<file path="src/rtl/rot_shift_pipe_if.sv">
// Valid/ready bus for the rotate/shift pipe.
// The master drives the operand and consumes the result; the slave is the pipe.
interface rot_shift_pipe_if #(
    parameter int WIDTH = 8
) ();
    localparam int SW = $clog2(WIDTH);

    logic [WIDTH-1:0] din;
    logic [SW-1:0]    s;
    logic [1:0]       mode;
    logic             din_valid;
    logic             din_ready;
    logic [WIDTH-1:0] dout;
    logic             dout_valid;
    logic             dout_ready;

    modport master (
        output din, s, mode, din_valid, dout_ready,
        input  din_ready, dout, dout_valid
    );

    modport slave (
        input  din, s, mode, din_valid, dout_ready,
        output din_ready, dout, dout_valid
    );
endinterface

</file>
<file path="src/rtl/rot_shift_pipe.sv">
// Two-stage pipelined rotate/shift unit (ROR, ROL, LSR, ASR) with a log2 barrel
// between the capture and result registers; stalls cleanly under backpressure.
module rot_shift_pipe #(
    parameter int WIDTH = 8
) (
    input  logic             clk,
    input  logic             rst_n,
    rot_shift_pipe_if.slave  bus
);
    localparam int SW = $clog2(WIDTH);

    typedef enum logic [1:0] {
        MODE_ROR = 2'b00,
        MODE_ROL = 2'b01,
        MODE_LSR = 2'b10,
        MODE_ASR = 2'b11
    } mode_e;

    logic             v1;
    logic             v2;
    logic [WIDTH-1:0] d1;
    logic [SW-1:0]    s1;
    mode_e            m1;
    logic [WIDTH-1:0] q;
    logic             adv1;
    logic             adv2;
    logic [WIDTH-1:0] res;

    assign adv2 = !v2 || bus.dout_ready;
    assign adv1 = !v1 || adv2;

    assign bus.din_ready  = adv1;
    assign bus.dout_valid = v2;
    assign bus.dout       = q;

    always_ff @(posedge clk or negedge rst_n) begin
        if (!rst_n) begin
            v1 <= 1'b0;
            d1 <= '0;
            s1 <= '0;
            m1 <= MODE_ROR;
        end else if (adv1) begin
            v1 <= bus.din_valid;
            d1 <= bus.din;
            s1 <= bus.s;
            m1 <= mode_e'(bus.mode);
        end
    end

    // Layer j moves by 2**j when s1[j] is set; the ASR fill is the sign bit,
    // which every earlier layer has preserved in the MSB.
    for (genvar j = 0; j < SW; j++) begin : g_layer
        localparam int SH = 1 << j;
        logic [WIDTH-1:0] x;
        logic [WIDTH-1:0] y;
        logic [WIDTH-1:0] o;

        if (j == 0) begin : g_first
            assign x = d1;
        end else begin : g_next
            assign x = g_layer[j-1].o;
        end

        always_comb begin
            y = x;
            unique case (m1)
                MODE_ROR: y = {x[SH-1:0], x[WIDTH-1:SH]};
                MODE_ROL: y = {x[WIDTH-SH-1:0], x[WIDTH-1:WIDTH-SH]};
                MODE_LSR: y = {{SH{1'b0}}, x[WIDTH-1:SH]};
                MODE_ASR: y = {{SH{x[WIDTH-1]}}, x[WIDTH-1:SH]};
            endcase
        end

        assign o = s1[j] ? y : x;
    end

    assign res = g_layer[SW-1].o;

    // The result register only loads real operands so that dout keeps its
    // last value across bubbles.
    always_ff @(posedge clk or negedge rst_n) begin
        if (!rst_n) begin
            v2 <= 1'b0;
            q  <= '0;
        end else if (adv2) begin
            v2 <= v1;
            if (v1) begin
                q <= res;
            end
        end
    end
endmodule

</file>
<file path="src/flat_wrapper.sv">
// flat-port wrapper written by rule: the top's interface ports become plain ports
module rot_shift_pipe_flat 
#(
    parameter int WIDTH = 8
)
  (clk, rst_n, bus_din, bus_s, bus_mode, bus_din_valid, bus_dout_ready, bus_din_ready, bus_dout, bus_dout_valid);
  rot_shift_pipe_if #(.WIDTH(WIDTH)) bus_i ();
  input  logic clk;
  input  logic rst_n;
  input wire logic [$bits(bus_i.din)-1:0] bus_din;
  input wire logic [$bits(bus_i.s)-1:0] bus_s;
  input wire logic [$bits(bus_i.mode)-1:0] bus_mode;
  input wire logic [$bits(bus_i.din_valid)-1:0] bus_din_valid;
  input wire logic [$bits(bus_i.dout_ready)-1:0] bus_dout_ready;
  output wire logic [$bits(bus_i.din_ready)-1:0] bus_din_ready;
  output wire logic [$bits(bus_i.dout)-1:0] bus_dout;
  output wire logic [$bits(bus_i.dout_valid)-1:0] bus_dout_valid;
  assign bus_i.din = bus_din;
  assign bus_i.s = bus_s;
  assign bus_i.mode = bus_mode;
  assign bus_i.din_valid = bus_din_valid;
  assign bus_i.dout_ready = bus_dout_ready;
  assign bus_din_ready = bus_i.din_ready;
  assign bus_dout = bus_i.dout;
  assign bus_dout_valid = bus_i.dout_valid;
  rot_shift_pipe #(.WIDTH(WIDTH)) u_core (.clk(clk), .rst_n(rst_n), .bus(bus_i));
endmodule
</file>
<file path="config.mk">
export PLATFORM = sky130hd
export DESIGN_NAME = rot_shift_pipe_flat
export DESIGN_NICKNAME = d
export VERILOG_FILES = /design/src/rtl/rot_shift_pipe_if.sv /design/src/rtl/rot_shift_pipe.sv /design/src/flat_wrapper.sv
export SDC_FILE = /design/constraint.sdc
export NUM_CORES = 1
export LEC_CHECK = 0
export CORE_ASPECT_RATIO = 1.75
export CORE_MARGIN = 2
export CORE_UTILIZATION = 30
export CTS_BUF_LIST = sky130_fd_sc_hd__clkbuf_16
export CTS_CLUSTER_SIZE = 8
export DETAILED_ROUTE_END_ITERATION = 16
export SLEW_MARGIN = 15
export SYNTH_ARGS = -nofsm -noshare
export SYNTH_HDL_FRONTEND = slang
export SYNTH_SLANG_ARGS = --single-unit
</file>
<file path="constraint.sdc">
create_clock -name clk -period 2.3 [get_ports clk]
set_clock_uncertainty 0.15 [all_clocks]
set_input_delay 0.575 -clock clk [delete_from_list [all_inputs] [get_ports clk]]
set_output_delay 0.575 -clock clk [all_outputs]
set_load 0.02 [all_outputs]
</file>
== After elaboration in Yosys (flattened, before gate mapping) ==
Cells that the tools add are included.

* Multipliers: 0
* $lt $le $gt $ge: 0
* Add/subtract/negate cells: 0
* Divide/modulo/power cells: 0
* Shift operators: 0
* Reduce and logical (&&, ||, !) cells: 7
* Multiplexer cells: 6
* Bitwise logic cells: 0
* Eq/ne operators: 3

{| class="wikitable"
|+ Operators with widths
! kind !! count
|-
| $pmux 8 s4 || 2
|-
| $mux 8 || 3
|-
| $pmux 8 s3 || 1
|-
| $eq 2x2->1 const B || 2
|-
| $eq 2x1->1 const B || 1
|-
| $logic_not 1->1 || 2
|-
| $logic_not 2->1 || 1
|-
| $logic_or 1x1->1 || 2
|-
| $reduce_and 2->1 || 1
|-
| $reduce_or 2->1 || 1
|}

* Input port bits: 17
* Latch bits: 0
* Memories kept: 0
* Bits in read-only memories: 0
* Register bits after elaboration: 23
* Logic and storage cells: 22
* Bits in writable memories: 0
* Output and inout port bits: 10

== Depth between registers and ports, before layout ==
Gate-level depths: netlist of the first run.

* Depth in word-level cells: 7
* Depth in mapped cells: 7
* Mapped depth without buffers: 5

== Worst setup path before layout of the first run ==
Ideal clock, no wire load.

* Kind: input to output
* Start: input bus_dout_ready
* End: output bus_din_ready
* Data required time: 1.575 ns
* Path slack: 0.183 ns
* Data arrival time: 1.392 ns
* Buffers on the path: 2
* Cell stages on the path: 3
* Cells stage by stage: nand3b_1 > clkbuf_1 > clkbuf_1

* Cells in the longest elaborated chain, start to end: 2

{| class="wikitable"
|+ RTL lines
! what !! line !! source
|-
| start, declared || flat_wrapper.sv:14 || <nowiki>input wire logic [$bits(bus_i.dout_ready)-1:0] bus_dout_ready;</nowiki>
|-
| $logic_or 1x1->1 || rot_shift_pipe.sv:29 || <nowiki>assign adv2 = !v2 || bus.dout_ready;</nowiki>
|-
| $logic_or 1x1->1 || rot_shift_pipe.sv:30 || <nowiki>assign adv1 = !v1 || adv2;</nowiki>
|-
| end, declared || flat_wrapper.sv:15 || <nowiki>output wire logic [$bits(bus_i.din_ready)-1:0] bus_din_ready;</nowiki>
|}

No other way between the ends.

== Final worst setup path of the first run ==
Same ends and word-level chain as after synthesis.

==> results of run 1 <==
[placed cells by master (no fill, tap or decap), drive strengths merged, types with 3 or more instances in the layout]
master,n
clkdlybuf4s50,25
nand2,24
dfrtp,23
buf,13
mux2,11
mux2i,9
nand2b,8
o21ai,8
nor2b,6
a21oi,6
inv,5
nor2,5
nand3b,4
o211ai,4
o21bai,4
nand3,3
and2,3
nor4bb,3
o221ai,3
clkbuf,3
a21boi,3
a211oi,3
[state kept, by name (all words and copies together) (netlist names)]
name and cells:
u_core.bus.dout 8, u_core.s1 3, u_core.d1 8, u_core.bus.dout_valid 1
u_core.v1 1, u_core.m1 2
[cells by family (layout without fill, tap and decap cells)]
kind of cell | after synthesis | in the layout
AO/OA/AOI/OAI | 44 | 44
buffers and inverters | 17 | 47
flip-flops | 23 | 23
multiplexers | 20 | 20
AND/OR/NAND/NOR | 59 | 59
[power by group through the flow]
stage	Clock [mW]	Sequential [mW]	Combinational (mW)
floorplan	0	0.577	0.276
global placement	0	0.555	0.496
detailed placement	0	0.555	0.496
CTS	0.407	0.548	0.502
global route	0.414	0.559	0.539
finish	0.388	0.549	0.497
[area by class of cell]
cell class / instances / area (um^2)
fill: 495 / 2993
multi-input combinational: 123 / 839.6
sequential: 23 / 575.6
timing repair buffer: 38 / 357.8
clock buffer: 3 / 75.07
tap: 54 / 67.56
inverter: 5 / 18.77
clock inverter: 1 / 7.507
[Yosys cell counts, types with 4 or more instances]
cell type | n | area share, %
nand2_1 | 24 | 5.9
dfrtp_1 | 23 | 38
mux2_2 | 11 | 8.1
mux2i_1 | 9 | 5.9
nand2b_1 | 8 | 3.3
a21oi_1 | 6 | 2.0
nor2b_1 | 6 | 2.5
o21ai_0 | 6 | 2.0
inv_1 | 5 | 1.2
nor2_1 | 5 | 1.2
clkbuf_1 | 4 | 0.99
nand3b_1 | 4 | 2.0
o211ai_1 | 4 | 2.0
o21bai_1 | 4 | 2.0
[timing repair]
action	in CTS	in global routing
hold buffers	0	0
gates resized for setup	3	1
endpoints found under the setup margin	1	1
setup buffers	1	0
[per-layer routing]
metal	part of all wire, %	wire (um)	vias up	track usage (%)
met2	54	2177	35	26.66
met5	0	0	-	0
met3	2.5	101	14	1.325
met4	6.2	250	0	11.81
met1	37	1488	650	16.10
li1	-	-	647	-
[how the worst min path moves through the flow]
stage,end,slack (ps)
CTS,u_core.bus.dout[1]$_DFFE_PN0P_,350
global route,u_core.bus.dout[1]$_DFFE_PN0P_,370
detailed placement,u_core.bus.dout[2]$_DFFE_PN0P_,330
finish,u_core.bus.dout[1]$_DFFE_PN0P_,340
floorplan,u_core.bus.dout[0]$_DFFE_PN0P_,130
global placement,u_core.bus.dout[1]$_DFFE_PN0P_,320
[worst reg2reg max path: stages, from the launching register on]
cell	delay, ps
dfrtp_1	620
buf_12	220
nor4bb_1	300
a311oi_1	80
a31oi_1	250
o21a_1	170
a211oi_2	40
[through the flow]
stage	power [mW]	setup TNS, ps	utilization (%)	hold WS [ps]
after floorplan	0.8532	0	-	129.4
after global placement	1.051	-340.9	37.63	324.7
after detailed placement	1.051	-350.4	37.63	327.0
after CTS	1.458	0	39.48	347.1
after global routing	1.512	0	39.35	369.6
final	1.433	0	39.35	337.6
==> results.toml, run 1 <==
[run_status]
status = "completed"

[hold_path]
hp-start = "u_core.bus.dout[1]$_DFFE_PN0P_"
holdPathStages = 2
min_path_type = "reg2reg"

[floorplan]
die_w_um = 57.81
fp.dieArea_mm2 = 0.005675
coreArea_mm2 = 0.004935
start_util_pct = 30.81
dieHeight_um = 98.17
io_pins = 27
num_rows = 34

[power]
p_seq_share_pct = 38.3
power_leakage_nw = 0.7930
vdd_drop_max_mv = 0.4694
swShare_pct = 32.97
clockPowerShare_pct = 27.0
p_per_area_mw_per_mm2 = 738.2
switchingPower_mw = 0.4726
p_comb_share_pct = 34.7
p_int_mw = 0.9609

[sta]
slew_viol_final = 0
tightest_slew_ps = 567.8
maxSlewHeadroom_pct = 62.15
min_period_ps = 2219
rsz0062_at_grt = "false"
min_period_over_period_pct = 96.48
hold_viol = 0
setup_viol = 0
fmax_ghz = 0.4506
fin_ws_ps = 80.92

[worst_setup_path]
timing.rr.end = "u_core.bus.dout[7]$_DFFE_PN0P_"
crit_start = "bus_dout_ready"
cp_num_cells = 3
critPathTopFamily = "buffers and inverters"
critPathSlowestCell = "clkdlybuf4s50_1"
crit_fanout = 2
r2r-start = "u_core.s1[0]$_DFFE_PN0P_"
critPathKind = "in2out"
crit_end = "bus_din_ready"
critPathBufInv = 2
critPathRequiredTime_ps = 1570
critical_path.cell_chain = "clkdlybuf4s50_1, nand3b_1, buf_2"
end_kind = "primary output"
max_stage_delay_ps = 420
r2r_cells = 6
arrival_ps = 1490
startpoint_type = "input port"
r2r_slack_ps = 350

[yosys]
synth_compound_gate_area_share_pct = 20.91
async_reset_ff_share_pct = 100.0
ys_ff_latch = 23
syn_area_mm2 = 0.001520
synth-xor-area-share_pct = 0
synth_nets = 180
ys.flop_type = "dfrtp_1"
synthCells = 163
synth_top_family_by_area = "compound AO/OA/AOI/OAI gates"
ys_seq_area_share_pct = 37.86
synth_simple_gate_area_share_pct = 20.25
synth_fa_ha_area_share_pct = 0
yosys_warnings = 0
synth_cell_type_count = 41
synth_edf_count = 0
synth_area_per_cell_um2 = 9.326
synthMuxAreaShare_pct = 14.07

[placement]
dp_slack_ps = -350.4
dp_hpwl_um = 3036
place_congestion = 0.8514
placed_area_mm2 = 0.001857
port_buffers = 26
dp.cells = 242

[routing]
vias = 1346
drt_wl_total_um = 4018
drtIter0Drc = 13
dr.pass1.iters = 4
remaining_drc_errors = 0
wl_per_cell_um = 16.27
ant_nets = 0
via_per_inst = 5.449

[cells_and_area]
drive_gt1_share_pct = 15.54
diodes = 0
area_delta_synth_final_pct = 27.74
fin_area_mm2 = 0.001942
nNetsFinal = 211
finalNonFillerCells = 247

[grt]
grt_start_max_net_pins = 24
grt_usage_pct = 15.26
grt_remaining_overflow = 0
antenna_found_initial = 0
grt_pass1_wl_um = 6686
grt_pass1_vias = 1401

[clock_tree]
htree_num_levels = 1
clock_latency_ps = 260
cts_max_path_buffers = 2
cts_root_buf = "clkbuf_16"
cts_buffers = 3
numClockSinks = 23
cts_tree = "yes"
clk_pin_slew_ps = 60

[run]
cap_violations = 0
Note: power is estimated with default switching activity, not from simulation.
==> run 2: changes to the inputs <==
Settings changed: CORE_ASPECT_RATIO 1.75 to 0.8.
==> results.toml, run 2 (synthesis results as in run 1) <==
[hold_path]
min_path_type = "reg2reg"
hp-start = "u_core.bus.dout[1]$_DFFE_PN0P_"

[routing]
dr.pass1.iters = 4
met2_length_um = 1493
vias = 1313
wl_per_cell_um = 14.13
wl_met3_um = 194
drtIter0Drc = 124
via_per_inst = 5.169
wl_met1_um = 1833
drt_wl_total_um = 3589
top_layer = "met4"
remaining_drc_errors = 0
ant_nets = 0

[grt]
grt_pass1_wl_um = 6106
grt_remaining_overflow = 0
grt_pass1_vias = 1191
antenna_found_initial = 0
grt_usage_pct = 13.48
grt_start_max_net_pins = 24

[clock_tree]
clk_pin_slew_ps = 60
postCtsHoldBufs = 0
htree_num_levels = 1
cts_setup_buffers = 0
cts_buffers = 3
cts_tree = "yes"
numClockSinks = 23
cts_max_path_buffers = 2
cts_root_buf = "clkbuf_16"
clock_latency_ps = 260
cts_resized = 1

[cells_and_area]
area_delta_synth_final_pct = 27.16
seq_area_um2 = 575.6
multi_input_area_um2 = 839.6
fill_cells = 512
layout_commonest_cell = "clkdlybuf4s50_1"
drive_gt1_share_pct = 14.58
nNetsFinal = 210
diodes = 0
mostFrequentLayoutCells = "clkdlybuf4s50_1, nand2_1, dfrtp_1"

[worst_setup_path]
critPathSlowestCell = "clkdlybuf4s50_1"
critPathTopFamily = "buffers and inverters"
max_stage_delay_ps = 460
critPathKind = "in2out"
startpoint_type = "input port"
critPathBufInv = 2
critPathRequiredTime_ps = 1570
end_kind = "primary output"
critical_path.cell_chain = "clkdlybuf4s50_1, nand3b_1, dlygate4sd2_1"
arrival_ps = 1500
crit_fanout = 2
r2r-start = "u_core.m1[0]$_DFFE_PN0P_"
crit_start = "bus_dout_ready"

[sta]
min_period_over_period_pct = 96.86
hold_viol = 0
min_period_ps = 2228
maxSlewHeadroom_pct = 65.34
tns_ps = 0
setup_viol = 0
fmax_ghz = 0.4489
slew_viol_final = 0
timing.hold.ws_ps = 332.1
tightest_slew_ps = 519.8
rsz0062_at_grt = "false"

[run]
cap_violations = 0

[placement]
place_congestion = 0.9128
dp_hpwl_um = 2648
port_buffers = 26

[floorplan]
start_util_pct = 30.71
fp.dieArea_mm2 = 0.005656
die_w_um = 83.59
dieHeight_um = 67.67
num_rows = 23
coreArea_mm2 = 0.004950
io_pins = 27

[run_status]
status = "completed"

[power]
finalPower_mw = 1.416
vdd_drop_max_mv = 0.3873
p_per_area_mw_per_mm2 = 732.5
power_leakage_nw = 0.7882
[run 2: cell count changes in the layout (fill, tap and decap cells not counted)]
cell | previous run | this run
buf_12 | 1 | 0
buf_2 | 1 | 0
dlygate4sd2_1 | 0 | 1
clkinvlp_4 | 1 | 0
clkinv_2 | 0 | 1
[run 2: path summary, 6_finish.rpt]
path | end | slack [ps] | cells after the start
setup / recovery | bus_din_ready | 70 | 3
hold / removal | u_core.bus.dout[1]$_DFFE_PN0P_ | 330 | 2
setup reg to reg | u_core.bus.dout[7]$_DFFE_PN0P_ | 300 | 5
hold reg to reg | u_core.bus.dout[1]$_DFFE_PN0P_ | 330 | 2
max in group asynchronous | u_core.m1[0]$_DFFE_PN0P_ | 1230 | 2
min in group asynchronous | u_core.bus.dout[5]$_DFFE_PN0P_ | 530 | 2
[run 2: tightest hold or removal path: stages, from the launching register on]
cell and delay (ps):
dfrtp_1 340, nand2_1 50, o21ai_1 60
[run 2: power breakdown]
group	switching, mW	internal (mW)	leakage, nW
Sequential	0.0726	0.470	0.270
Combinational	0.246	0.249	0.477
Clock	0.144	0.234	0.0409
Total	0.463	0.953	0.788
[run 2: through the flow]
| stage | utilization (%) | setup WS [ps] | cells | cell area, um^2 |
|---|---|---|---|---|
| after detailed placement | 37.46 | -200.9 | 250 | 1854 |
| final | 39.05 | 72.21 | 254 | 1933 |
| after floorplan | - | 183.5 | 163 | 1520 |
| after CTS | 39.05 | 63.52 | 254 | 1933 |
| after global routing | 39.05 | 46.58 | 254 | 1933 |
| after global placement | 37.46 | -192.4 | 250 | 1854 |
[run 2: layer usage]
metal,vias up,track usage (%)
li1,650,-
met1,611,19.01
met2,44,20.20
met3,8,3.178
met4,0,4.839
met5,-,0
[run 2: area by class of cell]
class                      instances  share of cell area (%)
clock buffer                       3                   3.884
clock inverter                     1                  0.2589
inverter                           5                  0.9709
multi-input combinational        123                   43.43
sequential                        23                   29.77
tap                               62                   4.013
timing repair buffer              37                   17.67
==> run 3: changes to the inputs <==
Settings changed: CAP_MARGIN set to 20.
==> results of run 3 <==
The final DEF is identical to that of run 2; final timing and power are the same.
